<file path="src/rtl/lsu_sequencer_pkg.sv">
// Shared types and constants for the load/store sequencer.
// State encoding, opcode field positions and default bus widths.
package lsu_sequencer_pkg;

  localparam int AW_DEF   = 22;
  localparam int DW_DEF   = 32;
  localparam int RW_DEF   = 5;

  localparam int OP_MEM   = 4;
  localparam int OP_STORE = 3;

  typedef enum logic [2:0] {
    S_IDLE,
    S_REGRD,
    S_MEMWR,
    S_MEMRD,
    S_REGWR,
    S_DONE
  } state_t;

endpackage

</file>
<file path="src/rtl/lsu_wait_timer.sv">
// Memory wait counter: cleared while clr is high, counts while en is high.
// expired flags the last allowed wait cycle (count == TIMEOUT-1).
module lsu_wait_timer #(
  parameter int TIMEOUT = 255
) (
  input  logic clk,
  input  logic rst_n,
  input  logic clr,
  input  logic en,
  output logic expired
);

  localparam int CW = (TIMEOUT < 2) ? 1 : $clog2(TIMEOUT);

  logic [CW-1:0] cnt_q;
  logic [CW-1:0] cnt_d;

  always_comb begin
    cnt_d = cnt_q;
    if (clr) begin
      cnt_d = '0;
    end else if (en && !expired) begin
      cnt_d = cnt_q + 1'b1;
    end
  end

  always_ff @(posedge clk or negedge rst_n) begin
    if (!rst_n) begin
      cnt_q <= '0;
    end else begin
      cnt_q <= cnt_d;
    end
  end

  assign expired = (cnt_q == CW'(TIMEOUT - 1));

endmodule

</file>
<file path="src/rtl/lsu_sequencer.sv">
// One-at-a-time load/store sequencer between register file and data memory.
// Strobes decode from state; index/address/data outputs come from latched registers.
module lsu_sequencer
  import lsu_sequencer_pkg::*;
#(
  parameter int AW      = AW_DEF,
  parameter int DW      = DW_DEF,
  parameter int RW      = RW_DEF,
  parameter int TIMEOUT = 255
) (
  input  logic          clk,
  input  logic          rst_n,
  input  logic          start,
  input  logic [4:0]    opcode,
  input  logic [RW-1:0] rdst,
  input  logic [AW-1:0] address,
  output logic          busy,
  output logic          done,
  output logic          err,
  output logic [RW-1:0] regsrc1,
  output logic          regread,
  input  logic [DW-1:0] regout1,
  output logic [RW-1:0] regdst,
  output logic [DW-1:0] regin,
  output logic          regwrite,
  output logic [AW-1:0] memaddress,
  output logic [DW-1:0] memin,
  input  logic [DW-1:0] memout,
  output logic          memread,
  output logic          memwrite,
  input  logic          memready
);

  state_t        state_q, state_d;
  logic [RW-1:0] rdst_q, rdst_d;
  logic [AW-1:0] addr_q, addr_d;
  logic [DW-1:0] data_q, data_d;
  logic          err_q, err_d;

  logic          in_mem;
  logic          tmr_expired;
  logic          unused_opcode_bits;

  assign unused_opcode_bits = ^opcode[2:0];

  assign in_mem = (state_q == S_MEMWR) || (state_q == S_MEMRD);

  // Counter sits at zero outside the memory states, so it is fresh on entry.
  lsu_wait_timer #(
    .TIMEOUT (TIMEOUT)
  ) u_wait_timer (
    .clk     (clk),
    .rst_n   (rst_n),
    .clr     (!in_mem),
    .en      (in_mem && !memready),
    .expired (tmr_expired)
  );

  always_comb begin
    state_d = state_q;
    rdst_d  = rdst_q;
    addr_d  = addr_q;
    data_d  = data_q;
    err_d   = err_q;
    unique case (state_q)
      S_IDLE: begin
        if (start && opcode[OP_MEM]) begin
          rdst_d  = rdst;
          addr_d  = address;
          err_d   = 1'b0;
          state_d = opcode[OP_STORE] ? S_REGRD : S_MEMRD;
        end
      end
      S_REGRD: begin
        data_d  = regout1;
        state_d = S_MEMWR;
      end
      S_MEMWR: begin
        if (memready) begin
          err_d   = 1'b0;
          state_d = S_DONE;
        end else if (tmr_expired) begin
          err_d   = 1'b1;
          state_d = S_DONE;
        end
      end
      S_MEMRD: begin
        if (memready) begin
          data_d  = memout;
          state_d = S_REGWR;
        end else if (tmr_expired) begin
          err_d   = 1'b1;
          state_d = S_DONE;
        end
      end
      S_REGWR: begin
        state_d = S_DONE;
      end
      S_DONE: begin
        state_d = S_IDLE;
      end
      default: begin
        state_d = S_IDLE;
      end
    endcase
  end

  always_ff @(posedge clk or negedge rst_n) begin
    if (!rst_n) begin
      state_q <= S_IDLE;
      rdst_q  <= '0;
      addr_q  <= '0;
      data_q  <= '0;
      err_q   <= 1'b0;
    end else begin
      state_q <= state_d;
      rdst_q  <= rdst_d;
      addr_q  <= addr_d;
      data_q  <= data_d;
      err_q   <= err_d;
    end
  end

  assign busy       = (state_q == S_REGRD) || in_mem || (state_q == S_REGWR);
  assign done       = (state_q == S_DONE);
  assign err        = err_q;
  assign regread    = (state_q == S_REGRD);
  assign regwrite   = (state_q == S_REGWR);
  assign memread    = (state_q == S_MEMRD);
  assign memwrite   = (state_q == S_MEMWR);
  assign regsrc1    = rdst_q;
  assign regdst     = rdst_q;
  assign memaddress = addr_q;
  assign regin      = data_q;
  assign memin      = data_q;

endmodule

</file>
<file path="config.mk">
export PLATFORM = sky130hd
export DESIGN_NAME = lsu_sequencer
export DESIGN_NICKNAME = d
export VERILOG_FILES = /design/src/rtl/lsu_sequencer_pkg.sv /design/src/rtl/lsu_wait_timer.sv /design/src/rtl/lsu_sequencer.sv
export SDC_FILE = /design/constraint.sdc
export NUM_CORES = 1
export LEC_CHECK = 0
export BUFFER_PORTS_ARGS = -buffer_cell sky130_fd_sc_hd__buf_2
export CORE_MARGIN = 5
export CORE_UTILIZATION = 45
export CTS_BUF_LIST = sky130_fd_sc_hd__clkbuf_4 sky130_fd_sc_hd__clkbuf_8 sky130_fd_sc_hd__clkbuf_16
export CTS_CLUSTER_SIZE = 20
export DETAILED_ROUTE_END_ITERATION = 8
export GPL_ROUTABILITY_DRIVEN = 0
export HOLD_SLACK_MARGIN = 0.1
export PLACE_DENSITY_LB_ADDON = 0.25
export SYNTH_ARGS = -nofsm -noshare
export SYNTH_HDL_FRONTEND = slang
export SYNTH_SLANG_ARGS = --single-unit
export TNS_END_PERCENT = 5
</file>
<file path="constraint.sdc">
create_clock -name clk -period 2.5 [get_ports clk]
set_clock_uncertainty 0.15 [all_clocks]
set_input_delay 0.375 -clock clk [delete_from_list [all_inputs] [get_ports clk]]
set_output_delay 0.375 -clock clk [all_outputs]
set_load 0.05 [all_outputs]
</file>
==> results of run 1 <==
[logic make-up (layout without fill, tap and decap cells)]
kind of cell               Yosys count  count (layout)
AOI/OAI and AO/OA                   21              21
adders and majority gates            2               2
DFF                                 71              71
muxes                               93              93
and+or+nand+nor                     32              33
xor gates and xnor gates             1               1
buffers and inverters               58             228
[cell usage in the layout (no fill, tap or decap), types with 2 or more instances in the layout]
cell / count
sky130_fd_sc_hd__inv_1: 6
sky130_fd_sc_hd__clkbuf_8: 10
sky130_fd_sc_hd__mux2_4: 20
sky130_fd_sc_hd__ha_1: 2
sky130_fd_sc_hd__clkbuf_4: 2
sky130_fd_sc_hd__clkinv_2: 3
sky130_fd_sc_hd__nor3_1: 4
sky130_fd_sc_hd__a31oi_1: 3
sky130_fd_sc_hd__nor2_1: 4
sky130_fd_sc_hd__dlygate4sd3_1: 5
sky130_fd_sc_hd__buf_2: 198
sky130_fd_sc_hd__nor2b_1: 2
sky130_fd_sc_hd__and3_1: 2
sky130_fd_sc_hd__nand2_1: 7
sky130_fd_sc_hd__dfrtp_1: 70
sky130_fd_sc_hd__a21oi_1: 3
sky130_fd_sc_hd__a211oi_1: 2
sky130_fd_sc_hd__mux2_2: 72
sky130_fd_sc_hd__buf_4: 2
sky130_fd_sc_hd__a21o_1: 2
[repair_timing]
item | CTS | global route
hold endpoints to repair | 35 | 2
hold buffers | 3 | 2
endpoints found under the setup margin | 0 | 1
gates resized for setup | 0 | 1
[synth_stat cells, types with 2 or more instances]
cell type,number
sky130_fd_sc_hd__a21oi_1,3
sky130_fd_sc_hd__and3_1,2
sky130_fd_sc_hd__inv_1,6
sky130_fd_sc_hd__ha_1,2
sky130_fd_sc_hd__dfrtp_1,71
sky130_fd_sc_hd__buf_4,38
sky130_fd_sc_hd__mux2_2,72
sky130_fd_sc_hd__buf_2,3
sky130_fd_sc_hd__nor3_1,4
sky130_fd_sc_hd__mux2_4,20
sky130_fd_sc_hd__a211oi_1,2
sky130_fd_sc_hd__buf_6,7
sky130_fd_sc_hd__a21o_1,2
sky130_fd_sc_hd__a31oi_1,3
sky130_fd_sc_hd__nand2_1,7
sky130_fd_sc_hd__nor2b_1,2
sky130_fd_sc_hd__nor2_1,4
sky130_fd_sc_hd__clkbuf_1,3
[flip-flops by register name, indices dropped and copies added, names as in the netlist]
name	flops
u_wait_timer.cnt_q	8
regdst	5
memin	32
err	1
memaddress	22
state_q	3
[worst max-delay path by stage]
stage,slack (ps),endpoint,start
after floorplan,260,regwrite,state_q[0]
after global placement,460,memin[15],state_q[0]
after detailed placement,430,memin[15],state_q[0]
after CTS,100,memread,state_q[0]
after global routing,40,memread,state_q[0]
final,180,memread,state_q[0]
[layout make-up]
class / count / area share [%]
Tap cell: 105 / 2.77
Clock inverter: 4 / 0.948
Timing Repair Buffer: 206 / 22.6
Multi-Input combinational cell: 150 / 32.5
Inverter: 6 / 0.474
Sequential cell: 71 / 37.4
Clock buffer: 12 / 3.21
[stage by stage]
stage | utilization, % | area (um^2)
finish | 58.4 | 4750
CTS | 58.0 | 4720
global route | 58.4 | 4750
global placement | 55.2 | 4490
detailed placement | 55.2 | 4490
floorplan | - | 3730
[per-layer routing]
layer	part of all wire [%]	global-route usage, %	wire length (um)	vias up
met5	0	0	0	-
met4	1.1	6.24	100	0
met3	10	5.54	952	11
met2	50	28.1	4620	136
met1	38	20.3	3510	1342
li1	-	-	-	1278
==> Flow_metrics.wiki, run 1 <==
{| class="wikitable"
! Metric !! Value
|-
| Minimum setup slack in the final design || 178 ps
|-
| Number of clock sinks || 71
|-
| # fillers || 726
|-
| Total congestion overflow || 0
|-
| Fin Setup TNS || 0 ps
|-
| Number of core rows || 33
|-
| Dominant combinational cell family by area after synthesis || multiplexers
|-
| Area delta synth->final || 27.4%
|-
| Post-route non-filler standard cell count || 554
|-
| Share of the synthesized area in the top cell type || 47.7%
|-
| Initial core utilization || 45.8%
|-
| Die ar. || 10,200 um^2
|-
| Max capacitance violation total || 0
|-
| Count of distinct cell types in the synthesized netlist || 45
|-
| Clock-pin slew on the worst setup and hold paths || 80 ps
|-
| Worst min-delay path endpoint || regdst[2]
|-
| Kind of capture point of the worst setup path || output port
|-
| Fmax achieved || 431 MHz
|-
| Maximum cell stage delay along the critical path || 730 ps
|-
| Worst Reg2Reg Path Length in Cells || 3
|-
| Final HPWL DP || 6.81 mm
|-
| Setup bufs post-CTS || 0
|-
| Compound-Gate Fraction of Synth Area || 4.40%
|-
| Stages on worst setup path || 3
|-
| Family of cells with the greatest summed delay on the critical path || flip-flops
|-
| Arrival time of the worst setup path || 1800 ps
|-
| Overall via count from detail_route || 2,767
|-
| Floorplan Core Area || 8130 um^2
|-
| Headroom to the max-slew limit || 60.0%
|-
| Final Critical Period || 2320 ps
|-
| Total Routing Usage GR || 16.9%
|-
| Ratio of cells with drive above 1 in the final layout || 70.4%
|-
| H-tree Lvls || 3
|-
| Pins Over Slew Limit || 0
|-
| Area of combinational cells with multiple inputs || 1550 um^2
|-
| Simple-gate share of the synthesized area || 5.77%
|-
| Sort of element at the start of the critical path || flip-flop
|-
| Area contributors post-synth || sky130_fd_sc_hd__dfrtp_1 (48%), sky130_fd_sc_hd__mux2_2 (22%), sky130_fd_sc_hd__mux2_4 (8.1%)
|-
| Initial DRC Count || 54
|-
| Initial antenna violation count || 0
|-
| Post-synthesis area per instance || 13.4 um^2
|-
| Setup slack on the worst flop-to-flop path || 310 ps
|-
| First-pass iteration count of the detailed router || 4
|-
| Run status || completed
|-
| Detailed-route DRC error count || 0
|-
| Number of synthesized register bits || 71
|-
| Post-synthesis adder-cell area fraction || 0.671%
|-
| Mean number of vias per cell || 4.99
|-
| Avg WL per Cell || 16.6 um
|-
| Final antenna-violating net count || 0
|-
| Hold Fails Final Rpt || 0
|-
| TritonCTS clock tree || built
|-
| Slew at the pin closest to its max-slew limit || 600 ps
|-
| Antenna diode instance count || 0
|-
| Yosys warnings || 0
|-
| Die Span X || 101 um
|-
| Post-Place Cells || 532
|-
| Cell type with the largest total area after synthesis || sky130_fd_sc_hd__dfrtp_1
|-
| Total setup violations reported at the end of the flow || 0
|-
| Number of global-route vias before repair || 2,757
|-
| Cell chain of the critical path || nand3b_4, inv_1, buf_2
|-
| Post-Route Hold Slack || 127 ps
|-
| Reg2Reg Launch Point || state_q[0]
|-
| Vertical die dimension || 101 um
|-
| Max Buffers Root-to-Sink || 2
|-
| Fraction of registers with async set or reset after synthesis || 100%
|-
| Crit path required time || 1980 ps
|-
| TritonCTS buffer count || 9
|-
| Drt total wl || 9.19 mm
|-
| Type of the worst setup path || reg -> out
|-
| Number of nets in the layout || 546
|-
| Area occupied by registers || 1780 um^2
|-
| Maximum fanout along the worst path || 17
|-
| Post-Synth XOR/XNOR Area || 0.235%
|-
| Mux cell area share after synthesis || 30.1%
|-
| Wire length of the first global-routing pass || 13.5 mm
|-
| Worst setup timing slack at the placement stage || 427 ps
|-
| Terminus of the critical flop-to-flop path || memin[31]
|-
| Hold-critical path depth || 2
|-
| Final Cycle Share || 92.9%
|-
| Post-Synthesis Net Count || 380
|-
| Clock latency reported for the late side of the worst-skew pair || 330 ps
|-
| HP Start || rdst[2]
|-
| Pin count of the biggest net entering global routing || 39
|-
| Cell chosen for the clock root || sky130_fd_sc_hd__clkbuf_8
|-
| Syn Std Cell Area || 3730 um^2
|-
| IO buf count || 199
|-
| Cell count after synthesis || 278
|-
| Number of buffer and inverter instances along the worst setup path || 2
|-
| Count of flip-flops with a built-in enable after synthesis || 0
|-
| Hold WC Path Type || in -> reg
|-
| Number of top-level pins || 203
|-
| Share of synthesized area occupied by flip-flops and latches || 47.7%
|-
| RSZ-0062 raised after global routing || false
|-
| Leading register cell type out of synthesis || sky130_fd_sc_hd__dfrtp_1
|-
| Crit path max-delay cell type || sky130_fd_sc_hd__dfrtp_1
|}
Power of run 1 is not shown: default switching activity piles up to over one toggle a cycle in this logic, so the estimate is an artifact.
==> run 2, diff against run 1 <==
--- a/config.mk
+++ b/config.mk
@@ -5,6 +5,7 @@
 export SDC_FILE = /design/constraint.sdc
 export NUM_CORES = 1
 export LEC_CHECK = 0
+export ABC_CLOCK_PERIOD_IN_PS = 2500
 export BUFFER_PORTS_ARGS = -buffer_cell sky130_fd_sc_hd__buf_2
 export CORE_MARGIN = 5
 export CORE_UTILIZATION = 45
@@ -14,6 +15,7 @@
 export GPL_ROUTABILITY_DRIVEN = 0
 export HOLD_SLACK_MARGIN = 0.1
 export PLACE_DENSITY_LB_ADDON = 0.25
+export REMOVE_ABC_BUFFERS = 1
 export SYNTH_ARGS = -nofsm -noshare
 export SYNTH_HDL_FRONTEND = slang
 export SYNTH_SLANG_ARGS = --single-unit
==> Flow_metrics.wiki, run 2 (synthesis results as in run 1) <==
{| class="wikitable"
! Metric !! Value
|-
| Run status || completed
|-
| Reg2Reg Launch Point || state_q[0]
|-
| Minimum setup slack in the final design || 194 ps
|-
| Detailed-route DRC error count || 0
|-
| Crit path max-delay cell type || sky130_fd_sc_hd__dfrtp_1
|-
| Number of global-route vias before repair || 2,641
|-
| Sort of element at the start of the critical path || flip-flop
|-
| Mean number of vias per cell || 4.89
|-
| Cell area after placement || 4490 um^2
|-
| Cell chain of the critical path || nand3b_4, inv_1, buf_2
|-
| TritonCTS clock tree || built
|-
| Setup slack on the worst flop-to-flop path || 340 ps
|-
| Total setup violations reported at the end of the flow || 0
|-
| RSZ-0062 raised after global routing || false
|-
| Initial core utilization || 45.8%
|-
| Flip-flop count of the largest register after layout || 32
|-
| Final Cycle Share || 92.2%
|-
| Area of combinational cells with multiple inputs || 1550 um^2
|-
| Slew at the pin closest to its max-slew limit || 604 ps
|-
| Maximum fanout along the worst path || 17
|-
| Pin count of the biggest net entering global routing || 72
|-
| Area occupied by registers || 1780 um^2
|-
| Post-layout instance area || 4850 um^2
|-
| Kind of capture point of the worst setup path || output port
|-
| Final Critical Period || 2310 ps
|-
| Pins Over Slew Limit || 0
|-
| Wire length of the first global-routing pass || 13.4 mm
|-
| Overall via count from detail_route || 2,751
|-
| Max Buffers Root-to-Sink || 2
|-
| # fillers || 684
|-
| Drt total wl || 9.16 mm
|-
| Crit path required time || 1980 ps
|-
| Total Routing Usage GR || 16.8%
|-
| Arrival time of the worst setup path || 1780 ps
|-
| Die Span X || 101 um
|-
| Avg WL per Cell || 16.3 um
|-
| Final HPWL DP || 6.59 mm
|-
| Timing startpoint of the critical path || state_q[0]
|-
| Vertical die dimension || 101 um
|-
| Final core utilization || 59.6%
|-
| Clock-pin slew on the worst setup and hold paths || 80 ps
|-
| Initial DRC Count || 100
|-
| Type of the worst setup path || reg -> out
|-
| Final antenna-violating net count || 0
|-
| Top library cells by usage in the layout, fill and taps aside || sky130_fd_sc_hd__buf_2 (199), sky130_fd_sc_hd__mux2_2 (72), sky130_fd_sc_hd__dfrtp_1 (71)
|-
| HP Start || address[4]
|-
| Number of top-level pins || 203
|-
| Number of clock sinks || 71
|-
| Total congestion overflow || 0
|-
| Initial antenna violation count || 0
|-
| Number of core rows || 33
|-
| IO buf count || 199
|-
| Gates resized, CTS repair || 0
|-
| Hold WC Path Type || in -> reg
|-
| Max capacitance violation total || 0
|-
| Cell chosen for the clock root || sky130_fd_sc_hd__clkbuf_8
|-
| Fmax achieved || 434 MHz
|-
| Floorplan Core Area || 8130 um^2
|-
| Area delta synth->final || 30.0%
|-
| Hold Fails Final Rpt || 0
|-
| Worst setup timing slack at the placement stage || 436 ps
|-
| Family of cells with the greatest summed delay on the critical path || flip-flops
|-
| Die ar. || 10,200 um^2
|-
| Headroom to the max-slew limit || 59.7%
|-
| Most common cell after layout, fill and taps aside || sky130_fd_sc_hd__buf_2
|-
| Antenna diode instance count || 0
|-
| Number of buffer and inverter instances along the worst setup path || 2
|-
| Maximum cell stage delay along the critical path || 730 ps
|-
| Clock latency reported for the late side of the worst-skew pair || 330 ps
|-
| H-tree Lvls || 3
|-
| TritonCTS buffer count || 9
|-
| First-pass iteration count of the detailed router || 4
|-
| Ratio of cells with drive above 1 in the final layout || 68.8%
|-
| Number of nets in the layout || 555
|}
## run 2: repair_timing
action	in CTS	in global routing
hold buffers	9	5
buffers inserted	0	0
hold endpoints to repair	79	5
endpoints found under the setup margin	0	1
## run 2: per-stage QoR
stage	TNS, ps	cells	hold slack (ps)
2_1_floorplan	-667	226	-70.6
6_report	0	563	121
5_1_grt	0	563	101
3_5_place_dp	0	532	281
3_3_place_gp	0	532	279
4_1_cts	0	557	101
## run 2: path summary, 6_finish.rpt
path                                        to  depth (start not counted)
min in group asynchronous        memaddress[2]                          3
worst min-delay path             memaddress[4]                          2
max in group asynchronous             memin[6]                          3
worst min register to register  memaddress[18]                          1
worst max-delay path                   memread                          3
worst max register to register       memin[17]                          3
## run 2: layer usage
metal / vias to the layer above / GRT usage, % / part of all wire [%]
met3: 9 / 5.05 / 9.5
li1: 1302 / - / -
met5: - / 0 / 0
met4: 0 / 4.91 / 1.1
met1: 1307 / 20.6 / 38
met2: 133 / 28.6 / 51
## run 2: layout make-up
class | count | share of cell area (%)
Multi-Input combinational cell | 150 | 31.9
Clock buffer | 11 | 3.12
Inverter | 6 | 0.465
Clock inverter | 5 | 1.16
Tap cell | 105 | 2.71
Timing Repair Buffer | 215 | 24.0
Sequential cell | 71 | 36.7
Power of run 2 is left out for the same reason.
